$ cat src/rtl/countdown_timer_pkg.sv
// rtl/countdown_timer_pkg.sv - shared state encoding, field type and clamp helper for the mm:ss countdown timer
package timer_pkg;

  typedef enum logic [1:0] {IDLE, RUN, PAUSED, EXPIRED} state_t;

  localparam int unsigned MAX_VAL = 59;

  typedef logic [5:0] time_field_t;

  function automatic time_field_t clamp_field(input time_field_t v, input time_field_t max_v);
    return (v > max_v) ? max_v : v;
  endfunction

endpackage

$ cat src/rtl/countdown_timer_if.sv
// rtl/countdown_timer_if.sv - preset/strobe inputs and mm:ss/status outputs of the countdown timer
interface countdown_timer_if;
  import timer_pkg::*;

  time_field_t set_min;
  time_field_t set_sec;
  logic        load;
  logic        start;
  logic        pause;
  time_field_t min_out;
  time_field_t sec_out;
  logic        running;
  logic        done;
  logic        expired;

  modport master (
    output set_min, set_sec, load, start, pause,
    input  min_out, sec_out, running, done, expired
  );

  modport slave (
    input  set_min, set_sec, load, start, pause,
    output min_out, sec_out, running, done, expired
  );

endinterface

$ cat src/rtl/countdown_timer_prescaler.sv
// rtl/countdown_timer_prescaler.sv - one_sec_prescaler: divides clk down to a one-cycle tick every TICK_DIV cycles
module one_sec_prescaler #(
  parameter int unsigned TICK_DIV = 50000000
) (
  input  logic clk,
  input  logic reset,
  input  logic en,
  input  logic clr,
  output logic tick
);

  localparam int unsigned CW = (TICK_DIV > 1) ? $clog2(TICK_DIV) : 1;
  localparam logic [CW-1:0] LAST = CW'(TICK_DIV - 1);

  logic [CW-1:0] count;

  assign tick = en && (count == LAST);

  // clr outranks en so a load in the tick cycle still restarts the second cleanly
  always_ff @(posedge clk or negedge reset) begin
    if (!reset) begin
      count <= '0;
    end else if (clr) begin
      count <= '0;
    end else if (en) begin
      count <= (count == LAST) ? '0 : count + CW'(1);
    end
  end

endmodule

$ cat src/rtl/countdown_timer.sv
// rtl/countdown_timer.sv - mm:ss countdown timer with expiry flag; COUNTDOWN_AUTO_RELOAD_EN adds shadow-value auto reload
module countdown_timer
  import timer_pkg::*;
#(
  parameter int unsigned TICK_DIV = 50000000
) (
  input  logic             clk,
  input  logic             reset,
  countdown_timer_if.slave bus
);

  localparam time_field_t MAX_F = time_field_t'(MAX_VAL);

  state_t      state_q, state_d;
  time_field_t min_q, sec_q, min_d, sec_d;
  time_field_t dec_min, dec_sec;
  time_field_t reload_min, reload_sec;
  logic        done_q, done_d, exp_q, exp_d, run_q;
  logic        tick, is_zero, dec_zero, reload_ok, expire_now, presc_clr;

`ifdef COUNTDOWN_AUTO_RELOAD_EN
  time_field_t shadow_min_q, shadow_sec_q;

  always_ff @(posedge clk or negedge reset) begin
    if (!reset) begin
      shadow_min_q <= '0;
      shadow_sec_q <= '0;
    end else if (bus.load) begin
      shadow_min_q <= clamp_field(bus.set_min, MAX_F);
      shadow_sec_q <= clamp_field(bus.set_sec, MAX_F);
    end
  end

  assign reload_min = shadow_min_q;
  assign reload_sec = shadow_sec_q;
  assign reload_ok  = (shadow_min_q != '0) || (shadow_sec_q != '0);
`else
  assign reload_min = '0;
  assign reload_sec = '0;
  assign reload_ok  = 1'b0;
`endif

  assign is_zero    = (min_q == '0) && (sec_q == '0);
  assign dec_zero   = (dec_min == '0) && (dec_sec == '0);
  assign expire_now = tick && dec_zero && !reload_ok;
  assign presc_clr  = bus.load || ((state_q == IDLE) && (state_d == RUN));

  one_sec_prescaler #(.TICK_DIV(TICK_DIV)) u_prescaler (
    .clk   (clk),
    .reset (reset),
    .en    (state_q == RUN),
    .clr   (presc_clr),
    .tick  (tick)
  );

  // Borrow: seconds first, then take one minute and refill seconds
  always_comb begin
    dec_min = min_q;
    dec_sec = sec_q;
    if (sec_q != '0) begin
      dec_sec = sec_q - 6'd1;
    end else if (min_q != '0) begin
      dec_min = min_q - 6'd1;
      dec_sec = MAX_F;
    end
  end

  always_ff @(posedge clk or negedge reset) begin
    if (!reset) begin
      state_q <= IDLE;
      min_q   <= '0;
      sec_q   <= '0;
      done_q  <= 1'b0;
      exp_q   <= 1'b0;
      run_q   <= 1'b0;
    end else begin
      state_q <= state_d;
      min_q   <= min_d;
      sec_q   <= sec_d;
      done_q  <= done_d;
      exp_q   <= exp_d;
      run_q   <= (state_d == RUN);
    end
  end

  // Expiry is resolved before start/pause so a pause in the final tick cycle cannot mask it
  always_comb begin
    state_d = state_q;
    if (bus.load) begin
      state_d = IDLE;
    end else if (expire_now) begin
      state_d = EXPIRED;
    end else if (bus.start) begin
      if (((state_q == IDLE) || (state_q == PAUSED)) && !is_zero) begin
        state_d = RUN;
      end
    end else if (bus.pause && (state_q == RUN)) begin
      state_d = PAUSED;
    end
  end

  always_comb begin
    min_d  = min_q;
    sec_d  = sec_q;
    done_d = 1'b0;
    exp_d  = exp_q;
    if (bus.load) begin
      min_d = clamp_field(bus.set_min, MAX_F);
      sec_d = clamp_field(bus.set_sec, MAX_F);
      exp_d = 1'b0;
    end else if (tick) begin
      if (dec_zero) begin
        done_d = 1'b1;
        if (reload_ok) begin
          min_d = reload_min;
          sec_d = reload_sec;
        end else begin
          min_d = '0;
          sec_d = '0;
          exp_d = 1'b1;
        end
      end else begin
        min_d = dec_min;
        sec_d = dec_sec;
      end
    end
  end

  assign bus.min_out = min_q;
  assign bus.sec_out = sec_q;
  assign bus.running = run_q;
  assign bus.done    = done_q;
  assign bus.expired = exp_q;

endmodule

$ cat src/flat_wrapper.sv
// flat-port wrapper written by rule: the top's interface ports become plain ports
module countdown_timer_flat import timer_pkg::*;
#(
  parameter int unsigned TICK_DIV = 50000000
)
  (clk, reset, bus_set_min, bus_set_sec, bus_load, bus_start, bus_pause, bus_min_out, bus_sec_out, bus_running, bus_done, bus_expired);
  countdown_timer_if bus_i ();
  input  logic clk;
  input  logic reset;
  input wire logic [$bits(bus_i.set_min)-1:0] bus_set_min;
  input wire logic [$bits(bus_i.set_sec)-1:0] bus_set_sec;
  input wire logic [$bits(bus_i.load)-1:0] bus_load;
  input wire logic [$bits(bus_i.start)-1:0] bus_start;
  input wire logic [$bits(bus_i.pause)-1:0] bus_pause;
  output wire logic [$bits(bus_i.min_out)-1:0] bus_min_out;
  output wire logic [$bits(bus_i.sec_out)-1:0] bus_sec_out;
  output wire logic [$bits(bus_i.running)-1:0] bus_running;
  output wire logic [$bits(bus_i.done)-1:0] bus_done;
  output wire logic [$bits(bus_i.expired)-1:0] bus_expired;
  assign bus_i.set_min = bus_set_min;
  assign bus_i.set_sec = bus_set_sec;
  assign bus_i.load = bus_load;
  assign bus_i.start = bus_start;
  assign bus_i.pause = bus_pause;
  assign bus_min_out = bus_i.min_out;
  assign bus_sec_out = bus_i.sec_out;
  assign bus_running = bus_i.running;
  assign bus_done = bus_i.done;
  assign bus_expired = bus_i.expired;
  countdown_timer #(.TICK_DIV(TICK_DIV)) u_core (.clk(clk), .reset(reset), .bus(bus_i));
endmodule
$ cat config.mk
export PLATFORM = sky130hd
export DESIGN_NAME = countdown_timer_flat
export DESIGN_NICKNAME = d
export VERILOG_FILES = /design/src/rtl/countdown_timer_pkg.sv /design/src/rtl/countdown_timer_if.sv /design/src/rtl/countdown_timer_prescaler.sv /design/src/rtl/countdown_timer.sv /design/src/flat_wrapper.sv
export SDC_FILE = /design/constraint.sdc
export NUM_CORES = 1
export LEC_CHECK = 0
export CORE_MARGIN = 10
export CORE_UTILIZATION = 46
export DETAILED_ROUTE_END_ITERATION = 8
export PLACE_DENSITY = 0.68
export SKIP_LAST_GASP = 1
export SLEW_MARGIN = 20
export SYNTH_ARGS = -nofsm -noshare
export SYNTH_HDL_FRONTEND = slang
export SYNTH_SLANG_ARGS = --single-unit
$ cat constraint.sdc
create_clock -name clk -period 2.31 [get_ports clk]
set_input_delay 0.462 -clock clk [delete_from_list [all_inputs] [get_ports clk]]
set_output_delay 0.462 -clock clk [all_outputs]
set_load 0.02 [all_outputs]
Word-level counts from Yosys, hierarchy flattened
Index checks and enable logic that the tools add are counted.
{ "op_classes": {"add_sub_neg": 3, "multipliers": 0, "div": 0, "magnitude_cmp": 2, "eq_ne": 4, "shift": 0, "muxes": 26, "n_bitwise": 0, "reduce_logical": 21} }
{ "op_table": {"columns": ["op", "count"], "rows": [
  ["2-to-1 mux 26 bit", 3],
  ["2-to-1 mux 6 bit", 12],
  ["adder 26 x 1 -> 26 bit, second input constant", 1],
  ["equality test 26 bit, second input constant", 1],
  ["logical NOT 6 bit", 4],
  ["> comparator 6 bit, second input constant", 2],
  ["nonzero test 6 bit", 2],
  ["subtractor 6 x 1 -> 6 bit, second input constant", 2],
  ["2-to-1 mux 2 bit", 5],
  ["logical AND 1 bit", 7],
  ["2-to-1 mux 1 bit", 6],
  ["nonzero test 2 bit", 3],
  ["equality test 2 x 1 -> 1 bit, second input constant", 2],
  ["equality test 2 bit, second input constant", 1],
  ["logical NOT 2 bit", 1],
  ["logical OR 1 bit", 2],
  ["AND reduction 2 bit", 1],
  ["logical NOT 1 bit", 1]
]} }
{ "word_totals": {"regBits": 43, "latchBits": 0, "ram_bits": 0, "romBits": 0, "input_bits": 17, "out_inout_bits": 15, "elab_cells": 63, "n_memories": 0} }

Logic depth before layout (Yosys ltp)
{ "logic_depth": {"ltp_word": 12, "mapped_depth": 10, "mapped_depth_nobuf": 8} }

Modules after synthesis
A second synthesis with hierarchy kept.
{ "unflattened": {"hier_cells": 319, "hier_area_um2": 2866.5} }
{ "modules_own_cells": {"columns": ["module", "n_inst", "cells_per_inst", "area_each_um2", "seq_area_each_um2"], "rows": [
  ["one_sec_prescaler", 1, 173, 1551.5, 650.6],
  ["countdown_timer", 1, 146, 1315.0, 425.4]
]} }

Worst setup path after synthesis
OpenSTA, ideal clock, no wires.
{ "synth_timing": {"kind": "flip-flop to flip-flop", "from": "reg u_core.min_q[0] (netlist: u_core.bus.min_out[0])", "to": "reg u_core.run_q (netlist: u_core.bus.running)", "setup_time_ns": 0.119, "arrival_ns": 2.136, "t_required_ns": 2.191, "slack_ns": 0.055, "stages_incl_launch_ff": 10, "path_buffers": 1, "synth_period_minus_slack_ns": 2.255, "cell_sequence": "dfrtp_1 inv_1 ha_1 or3b_1 clkbuf_1 nor4_1 a211oi_1 nor3_1 nand3_1 and2_1"} }
{ "synth_via": {"elab_chain_cells": 9, "elab_cells_between_ends": 19, "cone_classes": "add/sub: 1; eq/ne: 1; mux: 8; reduce/logical: 9"} }
{ "synth_lines": {"columns": ["item", "line_no", "rtl"], "rows": [
  ["start, declared", "countdown_timer.sv:15", "time_field_t min_q, sec_q, min_d, sec_d;"],
  ["start signal, assigned", "countdown_timer.sv:78", "min_q <= min_d;"],
  ["subtractor 6 x 1 -> 6 bit, or another cell as far along", "countdown_timer.sv:63", "dec_min = min_q - 6'd1;"],
  ["2-to-1 mux 6 bit or logical AND 1 bit (tied branches)", "countdown_timer.sv:62, countdown_timer.sv:43", null],
  ["2-to-1 mux 6 bit or logical NOT 1 bit (tied branches)", "countdown_timer.sv:60, countdown_timer.sv:94", null],
  ["logical NOT 6 bit or logical AND 1 bit (tied branches)", "countdown_timer.sv:44, countdown_timer.sv:94", null],
  ["logical AND 1 bit or 2-to-1 mux 2 bit (tied branches)", "countdown_timer.sv:44, countdown_timer.sv:94", null],
  ["logical AND 1 bit or 2-to-1 mux 2 bit (tied branches)", "countdown_timer.sv:45, countdown_timer.sv:93", null],
  ["2-to-1 mux 2 bit *", "countdown_timer.sv:91", "end else if (expire_now) begin"],
  ["2-to-1 mux 2 bit *", "countdown_timer.sv:89", "if (bus.load) begin"],
  ["equality test 2 x 1 -> 1 bit *", "countdown_timer.sv:82", "run_q <= (state_d == RUN);"],
  ["end signal, assigned", "countdown_timer.sv:82", null],
  ["end, declared", "countdown_timer.sv:18", "logic done_q, done_d, exp_q, exp_d, run_q;"]
]} }
Every way passes the cells marked *; elsewhere a longest branch is shown, timed or not.
A chain may end at the register's enable or synchronous reset.

Worst setup path in the final report
{ "layout_timing": {"from": "reg u_core.u_prescaler.count[7]", "to": "reg u_core.min_q[1] (netlist: u_core.bus.min_out[1])"} }
{ "layout_via": {"elab_chain_cells": 3} }
{ "layout_lines": {"columns": ["item", "line_no", "rtl"], "rows": [
  ["start, declared", "countdown_timer_prescaler.sv:15", "logic [CW-1:0] count;"],
  ["start signal, assigned", "countdown_timer_prescaler.sv:26", "count <= (count == LAST) ? '0 : count + CW'(1);"],
  ["equality test 26 bit", "countdown_timer_prescaler.sv:17", "assign tick = en && (count == LAST);"],
  ["logical AND 1 bit", "countdown_timer_prescaler.sv:17", null],
  ["nonzero test 2 bit (no source line)", null, null]
]} }
Every way passes these cells.

==> impl_metrics.toml <==
[setup_path]
cp-start-kind = "flop"
r2r_end = "u_core.bus.min_out[1]"
critPathMaxFanout = 8
cp-end-kind = "flop"
worstSetupPathType = "reg -> reg"
reg2reg_setup_slack_ns = 0.17
required_ns = 2.52
cp.arrival_ns = 2.35
worstReg2RegStart = "u_core.u_prescaler.count[7]"
rr_worst_depth = 7

[outcome]
status = "finished clean"

[timing]
final_hold_viol_count = 0
skew_ns = 0.01327
fmax_mhz = 467.4
worst_pin_slew_ns = 0.5720
setup_violations = 0
min_period_ns = 2.139
maxSlewViolCount = 0
relSlewSlack_pct = 61.86
final.setup.tns_ns = 0
fin_crit_sh_pct = 92.61
postLayoutSetupSlackWorst_ns = 0.1707

[floorplan]
rows = 27
die_area_mm2 = 0.008897
io-pin-count = 32
die_h_um = 94.33
die_x_um = 94.33
fp.coreArea_mm2 = 0.005439
initial_core_util_pct = 46.72

[cts]
cts_hold_buffers = 0
cts.path.max_buffers = 2
clk_pin_slew_ns = 0.09
htreeDepth = 2
tritoncts = "done"
cts_inserted_buffers = 5
clkSinkCount = 43
cts-root-buf = "clkbuf_8"
clk_latency_ns = 0.31

[synthesis]
ys_seq_area_share_pct = 42.34
synthArstFlopShare_pct = 100.0
ys_dominant_reg_cell = "dfrtp_1"
synth-warning-count = 0
avgSynthCellArea_um2 = 9.043
synth_area_mm2 = 0.002541
synth_edf_count = 0
synth-seq-cells = 43
ys_types = 56
synthCells = 281
syn_nets = 301

[layout]
antennaDiodeCount = 0
register_area_mm2 = 0.001076
multi_input_area_mm2 = 0.001404
drive_gt1_share_pct = 14.07
mostFrequentLayoutCell = "dfrtp_1"
fillers = 504
syn2layout_area_growth_pct = 25.21
nets = 353
layout_common_cells = "43 x dfrtp_1, 41 x nor2_1, 30 x clkdlybuf4s50_1"

[grt]
grt_pass1_vias = 2325
antenna_found_initial = 0
grt_pass1_wl_um = 10890
grt-ovfl-total = 0
grt.total_usage_pct = 15.17
grt_max_degree = 44

[route]
drc = 0
ant_nets = 0
drt_iter0_drc = 118
wl_um = 6280
num_vias = 2269
drtPass1Iterations = 4
drt-wirelength-per-cell_um = 15.47
avgViaCountPerCell = 5.589

[power]
ir_drop_uv = 256.2
p_total_mw = 1.603
p_leak_nw = 1.360
power-per-cell-area_mw_per_mm2 = 503.7

[place]
pre_cts_ws_ns = 0.06596
port_buffers = 31
hpwl_um = 4603
gp_congestion = 0.8809

[run]
drv_cap = 0

[hold_path]
min_path_type = "in -> async"
==> Yosys cell counts, drive strengths merged (2+ instances only) <==
| master | instances | area [um^2] |
|---|---|---|
| dfrtp | 43 | 1076 |
| nor2 | 43 | 180.2 |
| nand2 | 23 | 93.84 |
| xor2 | 15 | 131.4 |
| a21oi | 13 | 65.06 |
| nand3 | 11 | 55.05 |
| nor3 | 11 | 66.32 |
| inv | 10 | 37.54 |
| o21ai | 9 | 45.04 |
| clkbuf | 8 | 30.03 |
| mux2i | 8 | 80.08 |
| nand4 | 8 | 56.30 |
| xnor2 | 8 | 70.07 |
| a31oi | 5 | 31.28 |
| and4 | 5 | 43.79 |
| nor2b | 5 | 31.28 |
| and2 | 4 | 25.03 |
| a211oi | 3 | 22.52 |
| and3 | 3 | 18.77 |
| ha | 3 | 37.54 |
| nand2b | 3 | 18.77 |
| nor4 | 3 | 18.77 |
| nor4b | 3 | 26.28 |
| or3 | 3 | 23.77 |
| and4b | 2 | 20.02 |
| buf | 2 | 10.01 |
| nor3b | 2 | 15.01 |
| o2111ai | 2 | 17.52 |
| o31ai | 2 | 15.01 |
| o32ai | 2 | 17.52 |
| o41ai | 2 | 25.03 |
| or2 | 2 | 12.51 |
| or3b | 2 | 17.52 |
| or4 | 2 | 18.77 |
==> sequential cells by signal, indices dropped and copies added (netlist names) <==
register / cells
u_core.bus.sec_out: 6
u_core.bus.expired: 1
u_core.bus.done: 1
u_core.u_prescaler.count: 26
u_core.bus.running: 1
u_core.bus.min_out: 6
u_core.state_q: 2
==> power by group <==
part	leakage (nW)	switching, mW	internal (mW)
Sequential	0.569	0.0249	0.776
Combinational	0.749	0.167	0.143
Clock	0.0412	0.281	0.212
Total	1.36	0.473	1.13
==> repair_timing <==
item,4_1_cts,5_1_grt
gates resized for setup,0,4
setup buffers,0,1
endpoints found under the setup margin,0,36
==> worst max-delay path: stages (launching register included) <==
cell	delay, ns
dfrtp_1	0.42
nand4bb_1	0.20
or4_4	0.59
nor3_4	0.17
buf_4	0.18
nand3_1	0.15
mux2i_1	0.15
o22a_1	0.17
==> worst max path at each step <==
| stage | start | endpoint | slack [ns] | cells past startpoint |
|---|---|---|---|---|
| 4_1_cts | u_core.u_prescaler.count[0] | u_core.bus.min_out[1] | 0.05 | 7 |
| 5_1_grt | u_core.u_prescaler.count[0] | u_core.bus.min_out[3] | -0.02 | 7 |
| 3_5_place_dp | u_core.u_prescaler.count[0] | u_core.bus.min_out[1] | 0.07 | 7 |
| 6_report | u_core.u_prescaler.count[7] | u_core.bus.min_out[1] | 0.17 | 7 |
| 3_3_place_gp | u_core.bus.min_out[0] | u_core.bus.running | 0.11 | 8 |
| 2_1_floorplan | u_core.bus.min_out[0] | u_core.bus.running | 0.05 | 9 |
==> metrics by stage <==
| step | hold WS, ns | util, % | instance area [um^2] | instances |
|---|---|---|---|---|
| after CTS | 0.2487 | 57.99 | 3154 | 405 |
| after detailed placement | 0.5169 | 56.43 | 3069 | 397 |
| after global routing | 0.2775 | 58.50 | 3182 | 406 |
| after global placement | 0.5166 | 56.43 | 3069 | 397 |
| final | 0.2211 | 58.50 | 3182 | 406 |
| after floorplan | 0.1664 | - | 2541 | 281 |
==> layout make-up <==
type | count | area share [%]
Sequential cell | 43 | 33.82
Inverter | 11 | 1.298
Clock buffer | 6 | 2.281
Tap cell | 72 | 2.831
Multi-Input combinational cell | 217 | 44.12
Clock inverter | 2 | 0.3932
Timing Repair Buffer | 55 | 15.26
==> routing by layer <==
layer | up-vias | routed length [um] | GRT usage [%]
met2 | 57 | 3055 | 24.37
met1 | 1095 | 2770 | 18.57
met5 | - | 0 | 0
li1 | 1107 | - | -
met3 | 10 | 358 | 4.556
met4 | 0 | 96 | 6.076
==> kinds of logic after synthesis <==
kind of cell	share of synthesized area, %
xor gates and xnor gates	7.927
and+or+nand+nor	30.28
DFF	42.34
AOI/OAI and AO/OA	11.62
muxes	3.151
adders and majority gates	1.477
buffers and inverters	3.200
(Power assumes the default switching activity.)
